==> src/rtl/me_frame_scheduler.sv <==
// Frame sequencer for the motion-estimation core: walks macroblocks in
// raster order, loads, runs one search, and emits one result per block.
module me_frame_scheduler #(
  parameter int MB_COLS = 4,
  parameter int MB_ROWS = 3,
  parameter int TIMEOUT = 4200,
  parameter int SUM_W   = 20
) (
  input  logic             clock,
  input  logic             reset,
  input  logic             frame_start,
  output logic             frame_busy,
  output logic             frame_done,
  output logic             err_timeout,
  output logic             load_req,
  input  logic             load_ack,
  output logic [7:0]       mb_x,
  output logic [7:0]       mb_y,
  output logic             me_start,
  input  logic             me_completed,
  input  logic [7:0]       best_dist,
  input  logic [3:0]       motion_x,
  input  logic [3:0]       motion_y,
  output logic             res_valid,
  input  logic             res_ready,
  output logic [7:0]       res_dist,
  output logic [3:0]       res_vx,
  output logic [3:0]       res_vy,
  output logic [7:0]       res_mb_x,
  output logic [7:0]       res_mb_y,
  output logic [SUM_W-1:0] sad_sum
);

  typedef enum logic [2:0] {
    S_IDLE,
    S_LOAD,
    S_RUN,
    S_EMIT,
    S_DONE
  } state_t;

  localparam int WD_W = $clog2(TIMEOUT + 1);
  localparam logic [WD_W-1:0] WD_LAST = WD_W'(TIMEOUT - 1);
  localparam logic [7:0] LAST_X = 8'(MB_COLS - 1);
  localparam logic [7:0] LAST_Y = 8'(MB_ROWS - 1);

  state_t state;
  state_t state_next;

  logic [WD_W-1:0] wdog;
  logic            wd_hit;
  logic            last_mb;
  logic            accept;
  logic [SUM_W:0]  sum_ext;

  assign wd_hit  = (wdog == WD_LAST);
  assign last_mb = (mb_x == LAST_X) && (mb_y == LAST_Y);
  assign accept  = (state == S_EMIT) && res_ready;
  assign sum_ext = {1'b0, sad_sum} + (SUM_W + 1)'(best_dist);

  always_ff @(posedge clock) begin
    if (reset) state <= S_IDLE;
    else       state <= state_next;
  end

  always_comb begin
    state_next = state;
    unique case (state)
      S_IDLE: if (frame_start) state_next = S_LOAD;
      S_LOAD: if (load_ack) state_next = S_RUN;
      S_RUN: begin
        // completion on the last allowed cycle still wins over abort
        if (me_completed)  state_next = S_EMIT;
        else if (wd_hit)   state_next = S_IDLE;
      end
      S_EMIT: begin
        if (res_ready) state_next = last_mb ? S_DONE : S_LOAD;
      end
      S_DONE: state_next = S_IDLE;
      default: state_next = S_IDLE;
    endcase
  end

  always_comb begin
    load_req   = 1'b0;
    me_start   = 1'b0;
    res_valid  = 1'b0;
    frame_done = 1'b0;
    frame_busy = 1'b0;
    unique case (state)
      S_LOAD: begin
        load_req   = 1'b1;
        frame_busy = 1'b1;
      end
      S_RUN: begin
        me_start   = 1'b1;
        frame_busy = 1'b1;
      end
      S_EMIT: begin
        res_valid  = 1'b1;
        frame_busy = 1'b1;
      end
      S_DONE:  frame_done = 1'b1;
      default: ;
    endcase
  end

  always_ff @(posedge clock) begin
    if (reset) begin
      mb_x        <= '0;
      mb_y        <= '0;
      wdog        <= '0;
      err_timeout <= 1'b0;
      sad_sum     <= '0;
      res_dist    <= '0;
      res_vx      <= '0;
      res_vy      <= '0;
      res_mb_x    <= '0;
      res_mb_y    <= '0;
    end else begin
      if (state == S_IDLE && frame_start) begin
        mb_x        <= '0;
        mb_y        <= '0;
        sad_sum     <= '0;
        err_timeout <= 1'b0;
      end
      if (state == S_LOAD && load_ack) wdog <= '0;
      if (state == S_RUN) begin
        wdog <= wdog + 1'b1;
        if (me_completed) begin
          res_dist <= best_dist;
          res_vx   <= motion_x;
          res_vy   <= motion_y;
          res_mb_x <= mb_x;
          res_mb_y <= mb_y;
          if (sum_ext[SUM_W]) sad_sum <= '1;
          else                sad_sum <= sum_ext[SUM_W-1:0];
        end else if (wd_hit) begin
          err_timeout <= 1'b1;
        end
      end
      if (accept && !last_mb) begin
        if (mb_x == LAST_X) begin
          mb_x <= '0;
          mb_y <= mb_y + 8'd1;
        end else begin
          mb_x <= mb_x + 8'd1;
        end
      end
    end
  end

endmodule

==> config.mk <==
export PLATFORM = sky130hd
export DESIGN_NAME = me_frame_scheduler
export DESIGN_NICKNAME = d
export VERILOG_FILES = /design/src/rtl/me_frame_scheduler.sv
export SDC_FILE = /design/constraint.sdc
export NUM_CORES = 1
export LEC_CHECK = 0
export ABC_AREA = 1
export BUFFER_PORTS_ARGS = -buffer_cell sky130_fd_sc_hd__buf_2
export CAP_MARGIN = 10
export CORE_MARGIN = 1.5
export CORE_UTILIZATION = 36
export DETAILED_ROUTE_END_ITERATION = 8
export PLACE_DENSITY = 0.6
export SLEW_MARGIN = 20
export SYNTH_ARGS = -nofsm -noshare
export SYNTH_HDL_FRONTEND = slang
export SYNTH_SLANG_ARGS = --single-unit
export TNS_END_PERCENT = 30
==> constraint.sdc <==
create_clock -name clock -period 1.85 [get_ports clock]
set_clock_uncertainty 0.1 [all_clocks]
set_input_delay 0.37 -clock clock [delete_from_list [all_inputs] [get_ports clock]]
set_output_delay 0.37 -clock clock [all_outputs]
set_load 0.01 [all_outputs]
==> run_results.csv, run 1 <==
group,metric,value,unit
status,status,"completed",
floorplanning,row_count,40,
routing,avgRoutedWirePerCell,13.2,µm
critical_path,worstReg2RegEnd,"sad_sum[1]",
synth,ys_seq_area_share,37.6,%
synth,synth.avg_cell_area,6.62,µm²
floorplanning,ios,96,
cts,cts_hold_buffers,0,
critical_path,cp_num_cells,10,
timing,unrepaired_setup_endpoints_after_global_routing,"yes",
critical_path,slowest_stage,"sky130_fd_sc_hd__dfxtp_4",
critical_path,number_of_buffer_and_inverter_stages_on_the_critical_path,1,
synth,netlist_area,4530,µm²
timing,achievable-frequency,543,MHz
floorplanning,die_h,115,µm
timing,relSlewSlack,73.4,%
timing,fin_ws,0.00901,ns
cts,worst_setup_hold_path_clk_slew,0.06,ns
timing,min_period,1.84,ns
timing,worstMarginPinSlew,0.398,ns
critical_path,cpPeakStageDelay,0.36,ns
synth,synth_cell_types,40,
critical_path,crit_path_start_kind,"register",
critical_path,worst_ep_arrival_time,1.97,ns
place,pre_cts_ws,-0.225,ns
critical_path,critical_path.reg2reg.startpoint,"sad_sum[0]",
critical_path,path_cells,"ha_4 -> fa_2 -> nand2_2 -> nand2_2 -> nand3_2 -> nand2_4 -> nand3_4 -> nand2_4 -> buf_6 -> o21a_1",
timing,finalSetupViolCount,0,
cts,tritoncts,"built",
grt,grt_pass1_wl,20900,µm
timing,hold_viol_final,0,
worst_hold_path,worstHoldPathType,"input pin to register",
critical_path,worst_r2r_path_depth,10,
timing,maxSlewViolCount,0,
critical_path,crit_required,1.98,ns
routing,route.detailed.drc,0,
place,io_buffer_count,95,
final_layout,nFillCells,1216,
routing,number_of_nets_with_antenna_violations_after_routing,0,
floorplanning,die-area,13300,µm²
routing,finalWirelength,13100,µm
final_layout,finish.net_count,852,
synth,ys_warn_count,0,
grt,grt_start_max_net_pins,44,
grt,gr-total-overflow,0,
critical_path,crit_path_start,"sad_sum[0]",
routing,first_iter_violations,309,
power_and_ir_drop,p_per_area,786,nW/µm²
synth,synth.net_count,719,
critical_path,critPathKind,"register to register",
worst_hold_path,hold_depth,3,
floorplanning,chipWidth,115,µm
floorplanning,start_util,37.2,%
worst_hold_path,hold_path_startpoint,"motion_y[1]",
power_and_ir_drop,ir_worst_vdd,0.000365,V
final_layout,antenna_cells_inserted,0,
floorplanning,core_area,12200,µm²
final_layout,utilization,48.8,%
cts,clk_path_buf_depth,2,
final_layout,multi_input_combinational_cell_area,2560,µm²
place,post-dp-hpwl,9530,µm
critical_path,worst_path_dominant_cell_family,"adder cells",
critical_path,cp-end-kind,"register",
cts,clock_latency,0.34,ns
cts,cts_htree_levels,3,
power_and_ir_drop,p_leak,2.74,nW
timing,fin_crit_sh,99.5,%
synth,ys_ff_latch,85,
grt,number_of_global_route_vias_before_repair,4510,
final_layout,area.sequential,1710,µm²
routing,drt-vias-per-instance,4.92,
critical_path,timing.reg2reg.setup_slack,0.009,ns
routing,vias,4852,
grt,grtUsageTotal,19.8,%
critical_path,path_max_fanout,6,
routing,1st_pass_router_iterations,5,
worst_hold_path,hold-path-endpoint,"res_vy[1]",
run,timing.max_cap.violations,0,
cts,cts_sinks,85,
cts,clock_tree.root_cell,"sky130_fd_sc_hd__clkbuf_16",
grt,grt_antenna_before_repair,0,
synth,synth_cells,684,
place,finalWeightedCongestion,0.886,
cts,cts_made_buffers,9,
final_layout,drive_gt1_share,24.9,%
final_layout,layout-area-overhead-vs-synth,31.2,%
## cells in the final DEF, fill, tap and decap left out, drive strengths merged, types with 2 or more instances in the layout
master | netlist | routed
nand2 | 218 | 218
buf | 13 | 146
dfxtp | 85 | 85
a21oi | 80 | 80
inv | 74 | 74
nand3 | 59 | 59
nor2 | 58 | 58
o21ai | 24 | 24
ha | 12 | 12
nor3 | 11 | 11
clkbuf | 11 | 10
xnor2 | 7 | 7
nand4 | 6 | 6
a211oi | 4 | 4
o21a | 4 | 4
clkinv | 0 | 3
or2 | 3 | 3
nand3b | 2 | 2
xor2 | 2 | 2
and2 | 2 | 2
## worst min-delay path, cell delays in order
cell and delay (ns):
sky130_fd_sc_hd__buf_2 0.09, sky130_fd_sc_hd__nand2_1 0.05, sky130_fd_sc_hd__a21oi_1 0.05
## per-layer routing
metal  GRT usage (%)  part of all wire [%]  vias up
li1                -                     -     2470
met1            25.5                    46     2247
met2            33.5                    49      120
met3            3.32                   4.4       15
met4            7.49                   1.4        0
met5               0                     0        -
## Yosys cell counts, drive strengths merged
cell type  number  area (µm²)
nand3b          2        15.0
or2             3        18.8
a21oi          80         400
and3            1        6.26
o31ai           1        7.51
nand3          59         313
buf            13        86.3
o211ai          1        7.51
ha             12         150
a21boi          1        7.51
a31oi           1        6.26
o21ai          24         120
o21a            4        30.0
fa              1        20.0
nor3           11        66.3
nor2           58         230
and2            2        12.5
dfxtp          85        1700
clkbuf         11        41.3
nand2         218         836
nor4            1        6.26
xnor2           7        61.3
nand4           6        37.5
a211oi          4        30.0
a221oi          1        8.76
inv            74         280
xor2            2        17.5
a22oi           1        7.51
## report_power, final
part | total [mW] | internal, mW | switching (mW) | leakage (nW)
clock network | 1.62 | 0.916 | 0.702 | 0.130
logic | 1.04 | 0.412 | 0.627 | 1.93
registers | 2.01 | 1.93 | 0.0850 | 0.688
## registers in the layout, summed over array words and instances, names as in the netlist
signal,count
sad_sum,20
wdog,13
mb_x,8
mb_y,8
res_dist,8
res_mb_x,8
res_mb_y,8
res_vx,4
res_vy,4
state,3
err_timeout,1
## cell families after synthesis
family / share of synthesized area, %
AND/OR/NAND/NOR: 34.1
AO/OA/AOI/OAI: 13.8
buffers and inverters: 9.01
flip-flops: 37.6
adder cells (fa/ha/maj): 3.76
XOR/XNOR: 1.74
## final cells by class
type	count	share of cell area [%]
clock buffer	10	4.03
clock inverter	3	0.253
inverter	74	4.81
multi-input combinational	501	43.2
sequential	85	28.8
tap	168	3.54
timing repair buffer	146	15.4
## stage by stage
stage               setup TNS, ns  cells  hold WS (ns)  total power, mW  area [µm²]
global route               -0.767    987         0.169             4.92        5940
floorplan                 -0.0288    684         0.337             2.64        4560
finish                          0    987         0.172             4.67        5940
CTS                             0    984         0.166             4.68        5790
global placement            -3.05    971         0.349             3.03        5530
detailed placement          -3.75    971         0.355             3.05        5530
## what timing repair did
| item | in CTS | in global routing |
|---|---|---|
| pin swaps | 1 | 5 |
| buffers inserted | 0 | 3 |
| endpoints found under the setup margin | 18 | 26 |
| gates resized for setup | 2 | 29 |
## how the worst max path moves through the flow
stage	endpoint	slack (ns)
4_1_cts	sad_sum[1]	0.0003
5_1_grt	sad_sum[8]	-0.06
3_3_place_gp	sad_sum[13]	-0.18
2_1_floorplan	sad_sum[19]	-0.01
6_report	sad_sum[1]	0.009
3_5_place_dp	sad_sum[6]	-0.22
No activity file was read; power rests on OpenSTA's default activity.
==> run 2, diff against run 1 <==
- RECOVER_POWER: not set -> 100
==> run 2 against run 1 <==
  * Routed wire length hardly changed
  * First-iteration DRC count is 5.5% higher
  * Largest cell class unchanged
  * Count of clock-buffer cells in the layout stayed put
  * Register-to-register slack hardly changed
  * Utilization is 0.87 points lower
  * Clock power hardly changed
  * Setup slack better by 0.00096 ns
  * Sequential share of layout area is 0.48 points higher
==> run_results.csv, run 2 (synthesized netlist as in run 1, its figures left out) <==
group,metric,value,unit
grt,number_of_global_route_vias_before_repair,4510,
critical_path,number_of_buffer_and_inverter_stages_on_the_critical_path,1,
floorplanning,start_util,37.2,%
timing,worstMarginPinSlew,0.408,ns
timing,hold-worst-slack,0.173,ns
floorplanning,row_count,40,
critical_path,path_max_fanout,6,
timing,achievable-frequency,543,MHz
place,dpl_cell_area,5530,µm²
routing,finalWirelength,13100,µm
final_layout,final_cell_mix,"210 x sky130_fd_sc_hd__nand2_1, 84 x sky130_fd_sc_hd__dfxtp_1, 72 x sky130_fd_sc_hd__a21oi_1",
floorplanning,die-area,13300,µm²
final_layout,finish.net_count,852,
grt,grt_start_max_net_pins,44,
cts,cts_made_buffers,9,
routing,1st_pass_router_iterations,4,
critical_path,slowest_stage,"sky130_fd_sc_hd__dfxtp_4",
place,dp_cells,971,
cts,tritoncts,"built",
final_layout,nFillCells,1247,
timing,finalSetupViolCount,0,
final_layout,final_area,5830,µm²
place,post-dp-hpwl,9530,µm
floorplanning,chipWidth,115,µm
critical_path,crit_required,1.98,ns
timing,maxSlewViolCount,0,
routing,vias,4850,
floorplanning,die_h,115,µm
floorplanning,ios,96,
timing,hold_viol_final,0,
grt,grt_pass1_wl,20900,µm
routing,avgRoutedWirePerCell,13.2,µm
final_layout,layout-area-overhead-vs-synth,28.8,%
grt,gr-total-overflow,0,
routing,drt-vias-per-instance,4.91,
cts,clk_path_buf_depth,2,
critical_path,worst_path_dominant_cell_family,"adder cells",
cts,worst_setup_hold_path_clk_slew,0.06,ns
cts,clock_latency,0.34,ns
grt,grt_antenna_before_repair,0,
critical_path,path_cells,"ha_4 -> fa_2 -> nand2_2 -> nand2_2 -> nand3_2 -> nand2_4 -> nand3_4 -> nand2_4 -> buf_6 -> o21a_1",
timing,unrepaired_setup_endpoints_after_global_routing,"yes",
routing,number_of_nets_with_antenna_violations_after_routing,0,
place,io_buffer_count,95,
grt,grtUsageTotal,19.8,%
worst_hold_path,hold_depth,3,
place,finalWeightedCongestion,0.886,
final_layout,largest_register,"sad_sum",
final_layout,final_cells,987,
final_layout,largest_registers,"sad_sum x20, wdog x13",
routing,route.detailed.drc,0,
cts,cts_htree_levels,3,
final_layout,antenna_cells_inserted,0,
cts,cts_hold_buffers,0,
final_layout,drive_gt1_share,16.7,%
critical_path,worst_r2r_path_depth,10,
run,timing.max_cap.violations,0,
timing,fin_crit_sh,99.5,%
critical_path,worst_ep_arrival_time,1.97,ns
worst_hold_path,worstHoldPathType,"input pin to register",
routing,first_iter_violations,326,
critical_path,critPathKind,"register to register",
power_and_ir_drop,p_leak,2.46,nW
timing,relSlewSlack,72.8,%
critical_path,crit_path_start_kind,"register",
power_and_ir_drop,fin_total_pwr,4.64,mW
critical_path,cp-end-kind,"register",
power_and_ir_drop,p_per_area,796,nW/µm²
critical_path,cpPeakStageDelay,0.36,ns
power_and_ir_drop,ir_worst_vdd,0.000364,V
floorplanning,core_area,12200,µm²
timing,min_period,1.84,ns
cts,clock_tree.root_cell,"sky130_fd_sc_hd__clkbuf_16",
cts,cts_sinks,85,
final_layout,largest_reg_flops,20,
status,status,"completed",
critical_path,cp_num_cells,10,
final_layout,final_common_cell,"sky130_fd_sc_hd__nand2_1",
-- run 2: final timing paths --
| check | startpoint | endpoint | slack (ns) |
|---|---|---|---|
| setup / recovery | sad_sum[0] | sad_sum[1] | 0.01 |
| hold / removal | motion_y[1] | res_vy[1] | 0.17 |
| setup reg to reg | sad_sum[0] | sad_sum[1] | 0.01 |
| hold reg to reg | res_dist[6] | res_dist[6] | 0.36 |
-- run 2: layout make-up --
class | instances | area (µm²) | share of cell area, %
clock buffers | 10 | 239 | 4.10
clock inverters | 3 | 15.0 | 0.258
inverters | 74 | 285 | 4.89
multi-input cells | 501 | 2560 | 44.0
flip-flops and latches | 85 | 1710 | 29.2
well taps | 168 | 210 | 3.61
repair buffers | 146 | 812 | 13.9
-- run 2: worst reg2reg max path, cell delays in order, from the launching register on --
cell and delay (ns):
sky130_fd_sc_hd__dfxtp_4 0.36, sky130_fd_sc_hd__ha_4 0.16, sky130_fd_sc_hd__fa_2 0.36, sky130_fd_sc_hd__nand2_2 0.08, sky130_fd_sc_hd__nand2_2 0.05, sky130_fd_sc_hd__nand3_2 0.08, sky130_fd_sc_hd__nand2_4 0.09, sky130_fd_sc_hd__nand3_4 0.09
sky130_fd_sc_hd__nand2_4 0.08, sky130_fd_sc_hd__buf_6 0.13, sky130_fd_sc_hd__o21a_1 0.16
-- run 2: timing repair --
action | CTS | global route
setup buffers | 0 | 3
endpoints found under the hold margin | 0 | 0
pin swaps | 1 | 5
setup endpoints to repair | 18 | 26
gates resized for setup | 2 | 29
-- run 2: metal layers --
metal  part of all wire (%)  vias to the layer above  global-route usage, %
met5                      0                        -                      0
met4                    1.4                        0                   7.49
met3                    4.6                       15                   3.32
met2                     48                      117                   33.5
met1                     45                     2247                   25.5
li1                       -                     2471                      -
-- run 2: per-stage QoR --
| step | setup slack (ns) | util (%) | TNS (ns) |
|---|---|---|---|
| 2_1_floorplan | -0.0145 | - | -0.0288 |
| 6_report | 0.00996 | 47.9 | 0 |
| 3_3_place_gp | -0.183 | 45.5 | -3.05 |
| 5_1_grt | -0.0618 | 47.9 | -0.785 |
| 4_1_cts | 0.000322 | 47.6 | 0 |
| 3_5_place_dp | -0.225 | 45.5 | -3.75 |
-- run 2: power by group --
part           switching [mW]  total (mW)  internal, mW
Clock                   0.702        1.62         0.916
Sequential             0.0867        2.01          1.92
Combinational           0.628        1.01         0.387
Total                    1.42        4.64          3.23
